File: src/rtl/ram_sp_clr_pkg.sv
// ram_pkg: shared definitions for the ram_sp_clr memory block.
//   state_e      - clear-engine FSM states (S_CLEAR is the reset state)
//   RD_LATENCY   - read latency in cycles, request edge to valid dout
// Optional macro RAM_OUT_REG_EN selects the two-stage output register.
package ram_pkg;

  typedef enum logic {
    S_CLEAR = 1'b0,
    S_READY = 1'b1
  } state_e;

`ifdef RAM_OUT_REG_EN
  localparam int RD_LATENCY = 2;
`else
  localparam int RD_LATENCY = 1;
`endif

endpackage

File: src/rtl/ram_sp_clr_ctrl.sv
// ram_clr_ctrl: clear-engine controller for ram_sp_clr.
// Sweeps every address once after reset and after each clr pulse, driving
// a write strobe and address that the top level muxes into the RAM.
// Ports:
//   clk_i         clock
//   rst_i         synchronous active-high reset (restarts the sweep)
//   clr_i         single-cycle request to start (or restart) a sweep
//   busy_o        high while the sweep runs; user requests are dropped
//   sweep_we_o    write strobe for the sweep write this cycle
//   sweep_addr_o  address written by the sweep this cycle
module ram_clr_ctrl
  import ram_pkg::*;
#(
  parameter int ADDR_WIDTH = 4
) (
  input  logic                  clk_i,
  input  logic                  rst_i,
  input  logic                  clr_i,
  output logic                  busy_o,
  output logic                  sweep_we_o,
  output logic [ADDR_WIDTH-1:0] sweep_addr_o
);

  localparam int DEPTH = 1 << ADDR_WIDTH;
  // One spare bit keeps DEPTH-1 distinct from any wrapped value.
  localparam logic [ADDR_WIDTH:0] PTR_LAST = (ADDR_WIDTH + 1)'(DEPTH - 1);
  localparam logic [ADDR_WIDTH:0] PTR_ONE  = (ADDR_WIDTH + 1)'(1);

  state_e                state_q, state_d;
  logic   [ADDR_WIDTH:0] ptr_q, ptr_d;

  always_ff @(posedge clk_i) begin
    if (rst_i) begin
      state_q <= S_CLEAR;
      ptr_q   <= '0;
    end else begin
      state_q <= state_d;
      ptr_q   <= ptr_d;
    end
  end

  always_comb begin
    state_d = state_q;
    ptr_d   = ptr_q;
    unique case (state_q)
      S_CLEAR: begin
        // A clr mid-sweep restarts from 0 so a full pass always completes.
        if (clr_i) begin
          ptr_d = '0;
        end else if (ptr_q == PTR_LAST) begin
          state_d = S_READY;
          ptr_d   = '0;
        end else begin
          ptr_d = ptr_q + PTR_ONE;
        end
      end
      S_READY: begin
        if (clr_i) begin
          state_d = S_CLEAR;
          ptr_d   = '0;
        end
      end
      default: begin
        state_d = S_CLEAR;
        ptr_d   = '0;
      end
    endcase
  end

  assign busy_o       = (state_q == S_CLEAR);
  // No sweep write while reset is held: the first write lands on the edge
  // after reset is released.
  assign sweep_we_o   = (state_q == S_CLEAR) && !rst_i;
  assign sweep_addr_o = ptr_q[ADDR_WIDTH-1:0];

endmodule

File: src/rtl/ram_sp_clr.sv
// ram_sp_clr: single-port synchronous RAM with registered read data, a
// valid flag and a built-in clear engine that fills every word with
// CLEAR_VALUE after reset and on each clr pulse.
// Ports:
//   clk         clock
//   rst         synchronous active-high reset
//   en          access request (one cycle)
//   we          1 = write, 0 = read (sampled with en)
//   addr        word address
//   din         write data
//   clr         pulse that starts a clear sweep
//   dout        registered read data
//   dout_valid  one-cycle pulse per completed read
//   busy        clear sweep running; requests ignored
// Build option: define RAM_OUT_REG_EN for a second output register stage
// (read latency 2 instead of 1).
module ram_sp_clr
  import ram_pkg::*;
#(
  parameter int                    DATA_WIDTH  = 8,
  parameter int                    ADDR_WIDTH  = 4,
  parameter logic [DATA_WIDTH-1:0] CLEAR_VALUE = '0
) (
  input  logic                  clk,
  input  logic                  rst,
  input  logic                  en,
  input  logic                  we,
  input  logic [ADDR_WIDTH-1:0] addr,
  input  logic [DATA_WIDTH-1:0] din,
  input  logic                  clr,
  output logic [DATA_WIDTH-1:0] dout,
  output logic                  dout_valid,
  output logic                  busy
);

  localparam int DEPTH = 1 << ADDR_WIDTH;

  logic [DATA_WIDTH-1:0] mem_q [DEPTH];

  logic                  sweep_we;
  logic [ADDR_WIDTH-1:0] sweep_addr;

  logic                  accept;
  logic                  user_we;
  logic                  user_re;
  logic                  wr_en;
  logic [ADDR_WIDTH-1:0] wr_addr;
  logic [DATA_WIDTH-1:0] wr_data;

  logic [DATA_WIDTH-1:0] dout_p1_q;
  logic                  vld_p1_q;

  ram_clr_ctrl #(
    .ADDR_WIDTH (ADDR_WIDTH)
  ) u_ctrl (
    .clk_i        (clk),
    .rst_i        (rst),
    .clr_i        (clr),
    .busy_o       (busy),
    .sweep_we_o   (sweep_we),
    .sweep_addr_o (sweep_addr)
  );

  // clr beats a same-cycle request; anything during the sweep is dropped.
  assign accept  = !busy && !clr && !rst;
  assign user_we = accept && en && we;
  assign user_re = accept && en && !we;

  // Sweep and user writes never coincide: user writes need !busy.
  assign wr_en   = sweep_we || user_we;
  assign wr_addr = sweep_we ? sweep_addr : addr;
  assign wr_data = sweep_we ? CLEAR_VALUE : din;

  always_ff @(posedge clk) begin
    if (wr_en) begin
      mem_q[wr_addr] <= wr_data;
    end
  end

  // ---- stage p1: registered read data ----
  always_ff @(posedge clk) begin
    if (rst) begin
      dout_p1_q <= '0;
      vld_p1_q  <= 1'b0;
    end else begin
      vld_p1_q <= user_re;
      if (user_re) begin
        dout_p1_q <= mem_q[addr];
      end
    end
  end

`ifdef RAM_OUT_REG_EN
  logic [DATA_WIDTH-1:0] dout_p2_q;
  logic                  vld_p2_q;

  // ---- stage p2: optional output register ----
  // A result already in p1 still drains through p2 after a clr.
  always_ff @(posedge clk) begin
    if (rst) begin
      dout_p2_q <= '0;
      vld_p2_q  <= 1'b0;
    end else begin
      vld_p2_q <= vld_p1_q;
      if (vld_p1_q) begin
        dout_p2_q <= dout_p1_q;
      end
    end
  end

  assign dout       = dout_p2_q;
  assign dout_valid = vld_p2_q;
`else
  assign dout       = dout_p1_q;
  assign dout_valid = vld_p1_q;
`endif

endmodule

File: config.mk
export PLATFORM = sky130hd
export DESIGN_NAME = ram_sp_clr
export DESIGN_NICKNAME = d
export VERILOG_FILES = /design/src/rtl/ram_sp_clr_pkg.sv /design/src/rtl/ram_sp_clr_ctrl.sv /design/src/rtl/ram_sp_clr.sv
export SDC_FILE = /design/constraint.sdc
export NUM_CORES = 1
export LEC_CHECK = 0
export ABC_AREA = 1
export ABC_CLOCK_PERIOD_IN_PS = 3600
export BUFFER_PORTS_ARGS = -buffer_cell sky130_fd_sc_hd__buf_2
export CORE_UTILIZATION = 50
export CTS_BUF_LIST = sky130_fd_sc_hd__clkbuf_16
export CTS_CLUSTER_DIAMETER = 40
export DETAILED_ROUTE_END_ITERATION = 12
export PLACE_DENSITY = 0.67
export SYNTH_ARGS = -nofsm -noshare
export SYNTH_HDL_FRONTEND = slang
export SYNTH_HIERARCHICAL = 1
export SYNTH_SLANG_ARGS = --single-unit
File: constraint.sdc
create_clock -name clk -period 3.6 [get_ports clk]
set_input_delay 0.36 -clock clk [delete_from_list [all_inputs] [get_ports clk]]
set_output_delay 0.36 -clock clk [all_outputs]
set_load 0.01 [all_outputs]
==> results.md <==
- Status: finished, final reports clean
- Clock transition at the registers of the reported paths: 0.06 ns
- CP max stage cell: nor2_1
- RSZ-0062 raised after global routing: no
- Wirelength per Cell: 16.2 um
- Slowest stage delay, CP: 0.63 ns
- Slew @ Worst Pin: 1.19 ns
- Final worst-path setup slack: 1.04 ns
- Clk root buf: clkbuf_16
- Post-Synth XOR/XNOR Area: 0%
- Vias in the first global route: 4106
- Max-Cap Viols: 0
- Width of the die: 114 um
- CTS Buf Count: 17
- CP endpoint kind: flip-flop
- Commonest cells post-synth: 211 x nand2_1, 128 x edfxtp_1, 103 x inv_1
- Synth cell types: 25
- Pwr per Cell Area: 502 nW/um^2
- 1st-pass router iterations: 5
- Initial antenna violation count: 0
- Tcrit/Tclk final: 71.1%
- Overflow after GRT: 0
- GPL Wtd Cong: 0.863
- Crit path buffers/inverters: 1
- Top post-synthesis cells by area: edfxtp_1 61%, nand2_1 13%, nand3_1 7.5%
- Final Net Count: 688
- VDD IR max: 0.000361 V
- Tmin final: 2.56 ns
- First-pass GRT wire length: 21000 um
- Adder-Cell Fraction of Synth Area: 0.198%
- Top_reg_cell synth: edfxtp_1
- Compound-Gate Fraction of Synth Area: 1.45%
- Chip height: 114 um
- P_leak: 3.05 nW
- Mapped Area: 6310 um^2
- Worst min-delay path class: input pin to flip-flop
- Total number of vias: 4298
- Post-DP HPWL: 8820 um
- Post CTS Setup Buffer Count: 0
- Insertion delay to the later sink of the worst-skew pair: 0.43 ns
- #FFs+latches synth: 143
- Post-Synth Simple-Gate Area: 23.3%
- Vias per cell: 5.06
- Clock skew: 0.00910 ns
- Setup Slack @ Placement: 0.807 ns
- Post-DRT Antenna Nets: 0
- Mean Syn Cell Area: 9.75 um^2
- Port bufs: 26
- Multiplexer share of the synthesized area: 0%
- Startpoint Class: flip-flop
- Share of cells above drive strength 1: 10.9%
- Area leader, netlist: edfxtp_1
- Total power: 0.00352 W
- Largest family of logic cells by synthesized area: simple AND/OR/NAND/NOR gates
- Area Overhead vs Synth: 11.0%
- Worst EP required: 3.65 ns
- Final Hold Violating Endpoints: 0
- Final wirelength: 13700 um
- Core Region: 12200 um^2
- Drt drc: 0
- Syn_nets: 666
- Total negative slack: 0 ns
- CTS tree: yes
- Register area share after synthesis: 65.6%
- Largest net degree at the start of global routing: 65
- GR Util All Layers: 23.0%
- Most frequent CP cell: nor2_1
- Top delay family on crit path: simple AND/OR/NAND/NOR gates
- Post-synth EDFFs: 128
- ANT cells: 0
- DRT iter0 DRCs: 423
- Row cnt: 40
- CP arrival: 2.61 ns
- Crit path max fanout: 8
- Post-CTS Hold Fix Bufs: 0
- CP Class: flip-flop to flip-flop
- Post_cts resized: 0
- Top-count cell post-synth: nand2_1
- Sink Count: 143
- Setup-failing EPs final: 0
- Die Footprint: 13100 um^2
- CTS max path bufs: 2
- Async set-or-reset flop fraction in the synthesized netlist: 0%
- Worst slew margin: 20.7%
- Starting Density: 51.9%
- Num ports: 27
- Mapped Cells: 648
- Fmax: 391 MHz
- Yosys top cell area share: 60.9%
- Ordered cell list for the critical path: nor2_1 -> inv_2 -> or2_2 -> o21ai_0 -> nand2_1 -> nor2_1
- Max Transition Viols Final: 0
- Synth Warn #: 6
- H-tree depth: 4
-- layer usage --
metal	vias up	GRT usage, %	routed length (um)
met5	-	0	0
met4	0	10.9	406
met3	40	7.04	996
met2	165	37.8	6720
met1	1979	27.6	5620
li1	2114	-	-
-- final cells by class --
| cell class | instances | area [um^2] |
|---|---|---|
| Multi-Input combinational cell | 368 | 1590 |
| Inverter | 107 | 402 |
| Fill cell | 1035 | 5150 |
| Clock buffer | 17 | 425 |
| Clock inverter | 13 | 60.1 |
| Sequential cell | 143 | 4140 |
| Tap cell | 168 | 210 |
| Timing Repair Buffer | 33 | 183 |
-- cells by family after synthesis --
family          count (synthesis)
buf+inv                       137
flops                         143
fa+ha+maj                       1
simple gates                  350
compound gates                 17
-- final timing paths --
path / endpoint / slack, ns / depth (start not counted) / from
max reg2reg: mem_q[12][1] / 1.04 / 6 / u_ctrl/state_q
max: mem_q[12][1] / 1.04 / 6 / u_ctrl/state_q
min reg2reg: u_ctrl/ptr_q[4] / 0.46 / 2 / u_ctrl/ptr_q[4]
min: u_ctrl/ptr_q[3] / 0.26 / 2 / rst
-- worst reg2reg max path: stages (launching register included) --
cell and delay, ns:
dfxtp_1 0.33, nor2_1 0.45, inv_2 0.11, or2_2 0.29, o21ai_0 0.14, nand2_1 0.25, nor2_1 0.63
-- power by group --
part,switching (W),total [W],internal [W],leakage (nW)
Clock,0.000613,0.00146,0.000844,0.250
Sequential,0.00000741,0.00184,0.00184,1.30
Combinational,0.000163,0.000220,0.0000567,1.50
-- metrics by stage --
step	std cells	utilization, %	hold WS [ns]	area [um^2]
floorplan	648	-	0.429	6310
global placement	819	53.7	0.444	6530
detailed placement	819	53.7	0.451	6530
CTS	849	57.7	0.246	7010
global route	849	57.7	0.292	7010
finish	849	57.7	0.262	7010
-- sequential cells by signal (all words and copies together) (netlist names) --
register	cells
mem_q	128
dout	8
u_ctrl/ptr_q	5
dout_valid	1
u_ctrl/state_q	1
-- placed cells by master (no fill, tap or decap) --
| cell | instances |
|---|---|
| o21ai_2 | 1 |
| a21oi_1 | 12 |
| dfxtp_1 | 15 |
| nor3_1 | 2 |
| nand2_1 | 211 |
| buf_2 | 26 |
| nand3_2 | 2 |
| ha_1 | 1 |
| edfxtp_1 | 128 |
| or2_1 | 1 |
| o21ai_1 | 1 |
| clkinv_1 | 4 |
| clkinvlp_4 | 1 |
| inv_1 | 105 |
| o21bai_1 | 1 |
| o21ai_0 | 2 |
| clkbuf_16 | 17 |
| nand2_2 | 1 |
| nor2_2 | 5 |
| clkinv_2 | 6 |
| nor2_1 | 27 |
| nand4_1 | 2 |
| nor3_2 | 1 |
| or2_2 | 3 |
| nand3_1 | 95 |
| inv_2 | 4 |
| buf_4 | 7 |
Note: power is estimated with default switching activity, not from simulation.
